**src/rtl/vram_arb_pkg.sv**
```systemverilog
// Shared types and helpers for the VRAM access arbiter.
// Latency: n/a (types and a combinational helper only).
// Backpressure: n/a.
package vram_arb_pkg;

    typedef enum logic [1:0] {
        OWN_NONE = 2'd0,
        OWN_BG   = 2'd1,
        OWN_OBJ  = 2'd2,
        OWN_CPU  = 2'd3
    } owner_t;

    typedef enum logic [1:0] {
        IDLE  = 2'd0,
        ISSUE = 2'd1,
        WAIT  = 2'd2,
        RESP  = 2'd3
    } state_t;

    localparam logic [1:0] PPU_MODE_DRAW = 2'd3;

    // One candidate access as seen at grant time.
    typedef struct packed {
        logic [15:0] addr;
        logic        we;
        logic [7:0]  wdata;
    } acc_t;

    // True when a CPU-space address falls inside the VRAM window.
    function automatic logic in_vram(input logic [15:0] addr,
                                     input logic [15:0] base,
                                     input int          aw);
        logic [16:0] off;
        off = {1'b0, addr} - {1'b0, base};
        return (addr >= base) && (off < (17'd1 << aw));
    endfunction

endpackage

```
**src/rtl/vram_access_arbiter.sv**
```systemverilog
// Single-port VRAM sequencer shared by bg fetcher, sprite fetcher and CPU.
// Latency: read accept->valid = 2+READ_LATENCY cycles; write = 2; blocked/out-of-range = 1.
// Backpressure: requesters hold req until their 1-cycle valid; one access in flight.
module vram_access_arbiter
    import vram_arb_pkg::*;
#(
    parameter int          READ_LATENCY = 1,
    parameter logic [15:0] VRAM_BASE    = 16'h8000,
    parameter int          VRAM_AW      = 13
) (
    input  logic               clk_in,
    input  logic               rst_n_in,
    input  logic [1:0]         ppu_mode_in,
    input  logic               bg_req_in,
    input  logic [15:0]        bg_addr_in,
    input  logic               bg_lock_in,
    output logic [7:0]         bg_data_out,
    output logic               bg_valid_out,
    input  logic               obj_req_in,
    input  logic [15:0]        obj_addr_in,
    input  logic               obj_pending_in,
    output logic [7:0]         obj_data_out,
    output logic               obj_valid_out,
    input  logic               cpu_req_in,
    input  logic               cpu_we_in,
    input  logic [15:0]        cpu_addr_in,
    input  logic [7:0]         cpu_wdata_in,
    output logic [7:0]         cpu_rdata_out,
    output logic               cpu_valid_out,
    output logic               mem_en_out,
    output logic               mem_we_out,
    output logic [VRAM_AW-1:0] mem_addr_out,
    output logic [7:0]         mem_wdata_out,
    input  logic [7:0]         mem_rdata_in,
    output owner_t             owner_out
);

    localparam int               CNT_W     = $clog2(READ_LATENCY + 1);
    localparam logic [CNT_W-1:0] CNT_FIRST = CNT_W'(1);
    localparam logic [CNT_W-1:0] CNT_LAST  = CNT_W'(READ_LATENCY);

    state_t             state_q, state_d;
    owner_t             owner_q, owner_d;
    logic [CNT_W-1:0]   cnt_q, cnt_d;
    logic               we_q, we_d;
    logic [7:0]         wdata_q, wdata_d;
    logic [VRAM_AW-1:0] maddr_q, maddr_d;
    logic               cpu_blk_q, cpu_blk_d;

    logic       cpu_locked;
    owner_t     gnt;
    acc_t       sel;
    logic       sel_hit;

    logic       ld_vld;
    owner_t     ld_own;
    logic [7:0] ld_dat;

    logic [7:0] bg_dat_q, obj_dat_q, cpu_dat_q;

    // Priority pick among requesters; a bg burst lock keeps obj out until it drops.
    always_comb begin
        cpu_locked = (ppu_mode_in == PPU_MODE_DRAW);
        gnt        = OWN_NONE;
        if (bg_req_in && bg_lock_in) begin
            gnt = OWN_BG;
        end else if (obj_req_in && obj_pending_in && !bg_lock_in) begin
            gnt = OWN_OBJ;
        end else if (bg_req_in) begin
            gnt = OWN_BG;
        end else if (obj_req_in && !bg_lock_in) begin
            gnt = OWN_OBJ;
        end else if (cpu_req_in && !cpu_locked) begin
            gnt = OWN_CPU;
        end

        sel = '{addr: 16'h0000, we: 1'b0, wdata: 8'h00};
        case (gnt)
            OWN_BG:  sel.addr = bg_addr_in;
            OWN_OBJ: sel.addr = obj_addr_in;
            OWN_CPU: sel = '{addr: cpu_addr_in, we: cpu_we_in, wdata: cpu_wdata_in};
            default: ;
        endcase
        sel_hit = in_vram(sel.addr, VRAM_BASE, VRAM_AW);
    end

    // Next-state and response-data load selection.
    always_comb begin
        state_d   = state_q;
        owner_d   = owner_q;
        cnt_d     = cnt_q;
        we_d      = we_q;
        wdata_d   = wdata_q;
        maddr_d   = maddr_q;
        cpu_blk_d = 1'b0;
        ld_vld    = 1'b0;
        ld_own    = OWN_NONE;
        ld_dat    = 8'h00;

        case (state_q)
            IDLE: begin
                if (gnt != OWN_NONE) begin
                    owner_d = gnt;
                    we_d    = sel.we;
                    if (sel_hit) begin
                        state_d = ISSUE;
                        wdata_d = sel.wdata;
                        maddr_d = VRAM_AW'(sel.addr - VRAM_BASE);
                        // A locked-out CPU is answered alongside the PPU grant.
                        if (cpu_req_in && cpu_locked) begin
                            cpu_blk_d = 1'b1;
                            ld_vld    = !cpu_we_in;
                            ld_own    = OWN_CPU;
                            ld_dat    = 8'hFF;
                        end
                    end else begin
                        // Out-of-window: answer directly, no BRAM cycle.
                        state_d = RESP;
                        ld_vld  = !sel.we;
                        ld_own  = gnt;
                        ld_dat  = 8'hFF;
                    end
                end else if (cpu_req_in && cpu_locked) begin
                    owner_d = OWN_CPU;
                    we_d    = cpu_we_in;
                    state_d = RESP;
                    ld_vld  = !cpu_we_in;
                    ld_own  = OWN_CPU;
                    ld_dat  = 8'hFF;
                end
            end
            ISSUE: begin
                if (we_q) begin
                    state_d = RESP;
                end else begin
                    state_d = WAIT;
                    cnt_d   = CNT_FIRST;
                end
            end
            WAIT: begin
                if (cnt_q == CNT_LAST) begin
                    state_d = RESP;
                    ld_vld  = 1'b1;
                    ld_own  = owner_q;
                    ld_dat  = mem_rdata_in;
                end else begin
                    cnt_d = cnt_q + CNT_FIRST;
                end
            end
            RESP: begin
                state_d = IDLE;
                owner_d = OWN_NONE;
            end
            default: begin
                state_d = IDLE;
                owner_d = OWN_NONE;
            end
        endcase
    end

    // FSM and access registers; reset abandons any in-flight access.
    always_ff @(posedge clk_in or negedge rst_n_in) begin
        if (!rst_n_in) begin
            state_q   <= IDLE;
            owner_q   <= OWN_NONE;
            cnt_q     <= '0;
            we_q      <= 1'b0;
            wdata_q   <= 8'h00;
            maddr_q   <= '0;
            cpu_blk_q <= 1'b0;
        end else begin
            state_q   <= state_d;
            owner_q   <= owner_d;
            cnt_q     <= cnt_d;
            we_q      <= we_d;
            wdata_q   <= wdata_d;
            maddr_q   <= maddr_d;
            cpu_blk_q <= cpu_blk_d;
        end
    end

    // Per-requester response data, held until that requester's next response.
    always_ff @(posedge clk_in or negedge rst_n_in) begin
        if (!rst_n_in) begin
            bg_dat_q  <= 8'h00;
            obj_dat_q <= 8'h00;
            cpu_dat_q <= 8'h00;
        end else if (ld_vld) begin
            case (ld_own)
                OWN_BG:  bg_dat_q  <= ld_dat;
                OWN_OBJ: obj_dat_q <= ld_dat;
                OWN_CPU: cpu_dat_q <= ld_dat;
                default: ;
            endcase
        end
    end

    assign mem_en_out    = (state_q == ISSUE);
    assign mem_we_out    = (state_q == ISSUE) && we_q;
    assign mem_addr_out  = maddr_q;
    assign mem_wdata_out = wdata_q;

    assign bg_valid_out  = (state_q == RESP) && (owner_q == OWN_BG);
    assign obj_valid_out = (state_q == RESP) && (owner_q == OWN_OBJ);
    assign cpu_valid_out = ((state_q == RESP) && (owner_q == OWN_CPU)) || cpu_blk_q;

    assign bg_data_out   = bg_dat_q;
    assign obj_data_out  = obj_dat_q;
    assign cpu_rdata_out = cpu_dat_q;
    assign owner_out     = owner_q;

endmodule

```
**config.mk**
```make
export PLATFORM = sky130hd
export DESIGN_NAME = vram_access_arbiter
export DESIGN_NICKNAME = d
export VERILOG_FILES = /design/src/rtl/vram_arb_pkg.sv /design/src/rtl/vram_access_arbiter.sv
export SDC_FILE = /design/constraint.sdc
export NUM_CORES = 1
export LEC_CHECK = 0
export ABC_AREA = 0
export ABC_CLOCK_PERIOD_IN_PS = 3600
export BUFFER_PORTS_ARGS = -buffer_cell sky130_fd_sc_hd__clkbuf_2
export CAP_MARGIN = 20
export CELL_PAD_IN_SITES_DETAIL_PLACEMENT = 0
export CELL_PAD_IN_SITES_GLOBAL_PLACEMENT = 1
export CORE_UTILIZATION = 37
export CTS_BUF_LIST = sky130_fd_sc_hd__clkbuf_2
export DETAILED_ROUTE_END_ITERATION = 8
export GPL_TIMING_DRIVEN = 0
export HOLD_SLACK_MARGIN = 0.06
export PLACE_DENSITY = 0.85
export SLEW_MARGIN = 20
export SYNTH_ARGS = -nofsm -noshare
export SYNTH_HDL_FRONTEND = slang
export SYNTH_SLANG_ARGS = --single-unit
```
**constraint.sdc**
```tcl
create_clock -name clk_in -period 3.6 [get_ports clk_in]
set_input_delay 0.72 -clock clk_in [delete_from_list [all_inputs] [get_ports clk_in]]
set_output_delay 0.72 -clock clk_in [all_outputs]
set_load 0.005 [all_outputs]
```
==> metrics.cfg <==
[clocking]
root_buffer=sky130_fd_sc_hd__clkbuf_2
cts.hold.buffers_added=0
cts.sinks=52
clock_pin_slew_on_the_worst_setup_and_hold_paths_ps=270
cts.repair.resized=0
ctsLongestPathBuffers=2
cts_tree=yes
htree_levels=2
cts_inserted_buffers=5
insertion_delay_ps=420
postCtsSetupRepairBufs=0

[pwr]
p_leak_nw=1.73
final_total_pwr_mw=2.42
p_per_area_nw_per_um2=712
irDropWorstVdd_mv=0.245

[final_layout]
final_layout_size_suffix_gt1_share_pct=38.2
layout.cells.most_common_list=129 x sky130_fd_sc_hd__clkbuf_2, 52 x sky130_fd_sc_hd__dfrtp_1, 39 x sky130_fd_sc_hd__nand2_1
num_antenna_cells=0
areaGrowthSynthToFinish_pct=30.4
commonest_non_fill_non_tap_cell_in_the_layout=sky130_fd_sc_hd__clkbuf_2
fillerInstances=653
fin_nets=475

[logic_synthesis]
compound_cell_area_share_of_the_yosys_netlist_pct=18.7
synth-adder-area-share_pct=1.92
synth.yosys.warnings=0
synth_simple_gate_area_share_pct=16.2
synth_enable_flop_cells=0
synth_xor_xnor_area_share_pct=0
post_synth_num_cell_types=37
avg_cell_area_syn_um2=9.83
netlist_instances=265
fraction_of_registers_with_async_set_or_reset_after_synthesis_pct=100
flip_flop_and_latch_count_after_synthesis=52
postSynth.topFlopCell=sky130_fd_sc_hd__dfrtp_1
synth_seq_area_share_pct=50.0
synth_nets=343
yosys-mux-area-fraction_pct=8.07
syn_area_um2=2600
synth_top_family_by_area=compound AO/OA/AOI/OAI gates

[place]
hpwl_mm=5.37
routabilityCongestion=0.813
buffer_ports.inserted=125

[floorplan]
core.rowCount=30
die_area_um2=7380
fp.dieW_um=85.9
initial_core_util_pct=38.3
fp.coreArea_um2=6790
die_h_um=85.9
ios=126

[grt]
gr_util_all_layers_pct=19.5
grt_first_pass_wirelength_mm=11.3
maximum_number_of_pins_on_one_net_before_global_route_repair=53
vias_in_the_first_global_route=2321
global_route.overflow_total=0
initial_antenna_violation_count=0

[sta]
fin_worst_hold_slack_ps=326
maxSlewViolCount=0
max_clock_freq_ghz=0.400
final.setup_skew_ps=15.8
timing_hold_violations_final=0
layout_worst_path_cycle_share_pct=69.5
timing.max_slew.rel_slack_pct=51.6
setup-violations-final=0
tightest_slew_ps=726
tns_ps=0
setup_repair_after_global_routing_missed_its_margin=no
post-route-min-period_ps=2500

[route]
detail_route.first_pass.iterations=4
drt-wirelength-per-cell_um=13.9
remaining_drc_errors=0
drt.antenna.violating_nets=0
dr_total_vias=2470
mean_number_of_vias_per_cell=5.00
postRouteWirelength_mm=6.87
drt_iter0_markers=108

[critical_path]
crit_arrival_ps=2870
timing.setup.critical_path_class=reg -> reg
critical_path_required_ps=3970
worst-r2r-setup-slack_ps=1100
cp_max_fo=10
setup.worst_path.start_class=flop
critPathCaptureType=flop

[flow_run]
number_of_max_cap_violations=0

[worst_hold_path]
hold_class=in -> async

[outcome]
result_of_the_run=finished, final reports clean

## layer usage
layer	share of wire, %	GRT usage [%]	vias to the layer above	routed length (um)
met1	44	25.0	1133	3030
met3	7.4	4.52	8	505
met5	0	0	-	0
met2	47	33.3	129	3260
met4	1.2	4.85	0	81
li1	-	-	1200	-
## per-stage QoR
stage / setup slack, ps / utilization (%) / cell area, um2 / std cells
6_report: 1100 / 50.0 / 3400 / 494
5_1_grt: 804 / 50.0 / 3400 / 494
4_1_cts: 1080 / 50.0 / 3400 / 494
3_5_place_dp: 807 / 49.4 / 3350 / 486
3_3_place_gp: 843 / 49.3 / 3350 / 486
2_1_floorplan: 1070 / - / 2610 / 265
## worst paths after layout
| kind | to | cells past startpoint | startpoint |
|---|---|---|---|
| setup / recovery | mem_addr_out[11]$_DFFE_PN0P_ | 8 | state_q[1]$_DFFE_PN0P_ |
| hold / removal | obj_data_out[0]$_DFFE_PN0P_ | 1 | rst_n_in |
| setup reg to reg | mem_addr_out[11]$_DFFE_PN0P_ | 8 | state_q[1]$_DFFE_PN0P_ |
| hold reg to reg | cnt_q$_DFFE_PN0P_ | 2 | cnt_q$_DFFE_PN0P_ |
| max in group asynchronous | cpu_rdata_out[0]$_DFFE_PN0P_ | 1 | rst_n_in |
| min in group clk_in | mem_wdata_out[4]$_DFFE_PN0P_ | 3 | cpu_wdata_in[4] |
## power by group
part           internal, mW  switching, mW
clock network        0.0474          0.187
registers             0.850          0.173
logic                 0.571          0.590
## Yosys cell counts (4+ instances only)
cell	number	area, um2
sky130_fd_sc_hd__o31ai_1	5	37.5
sky130_fd_sc_hd__nand3_1	10	50.1
sky130_fd_sc_hd__o21ai_1	8	40.0
sky130_fd_sc_hd__a22oi_1	13	97.6
sky130_fd_sc_hd__nor2_1	21	78.8
sky130_fd_sc_hd__ha_1	4	50.1
sky130_fd_sc_hd__and2_1	4	25.0
sky130_fd_sc_hd__mux2_1	8	90.1
sky130_fd_sc_hd__dfrtp_1	52	1300
sky130_fd_sc_hd__o21ai_0	5	25.0
sky130_fd_sc_hd__nand2_1	39	146
sky130_fd_sc_hd__mux2_4	8	120
sky130_fd_sc_hd__clkbuf_1	11	41.3
sky130_fd_sc_hd__inv_1	15	56.3
sky130_fd_sc_hd__a21oi_1	12	60.1
sky130_fd_sc_hd__a31oi_1	21	131
## registers in the layout (all words and copies together), names as in the netlist
register / count
mem_addr_out: 13
owner_out: 2
mem_wdata_out: 8
cpu_blk_q: 1
obj_data_out: 8
bg_data_out: 8
cpu_rdata_out: 8
state_q: 2
we_q: 1
cnt_q: 1
## critical path, cell delays in order (launching register included)
cell	delay, ps
sky130_fd_sc_hd__dfrtp_1	490
sky130_fd_sc_hd__inv_1	100
sky130_fd_sc_hd__ha_1	180
sky130_fd_sc_hd__clkbuf_1	370
sky130_fd_sc_hd__nand2_1	150
sky130_fd_sc_hd__nor3_2	490
sky130_fd_sc_hd__clkbuf_1	430
sky130_fd_sc_hd__nor2_1	80
sky130_fd_sc_hd__a31oi_1	160
## cells by family (layout without fill, tap and decap cells)
group / Yosys count / after routing
flip-flops: 52 / 52
AO/OA/AOI/OAI: 74 / 74
adder cells (fa/ha/maj): 4 / 4
multiplexers: 16 / 16
buffers and inverters: 30 / 163
AND/OR/NAND/NOR: 89 / 89
## area by class of cell
cell class / count / area [um2] / share of cell area, %
clock inverters: 3 / 18.8 / 0.552
inverters: 15 / 56.3 / 1.66
plain buffers: 15 / 76.3 / 2.25
clock buffers: 5 / 25.0 / 0.737
well taps: 96 / 120 / 3.54
flip-flops and latches: 52 / 1300 / 38.3
multi-input cells: 183 / 1170 / 34.5
repair buffers: 125 / 628 / 18.5
(Power assumes the default switching activity.)
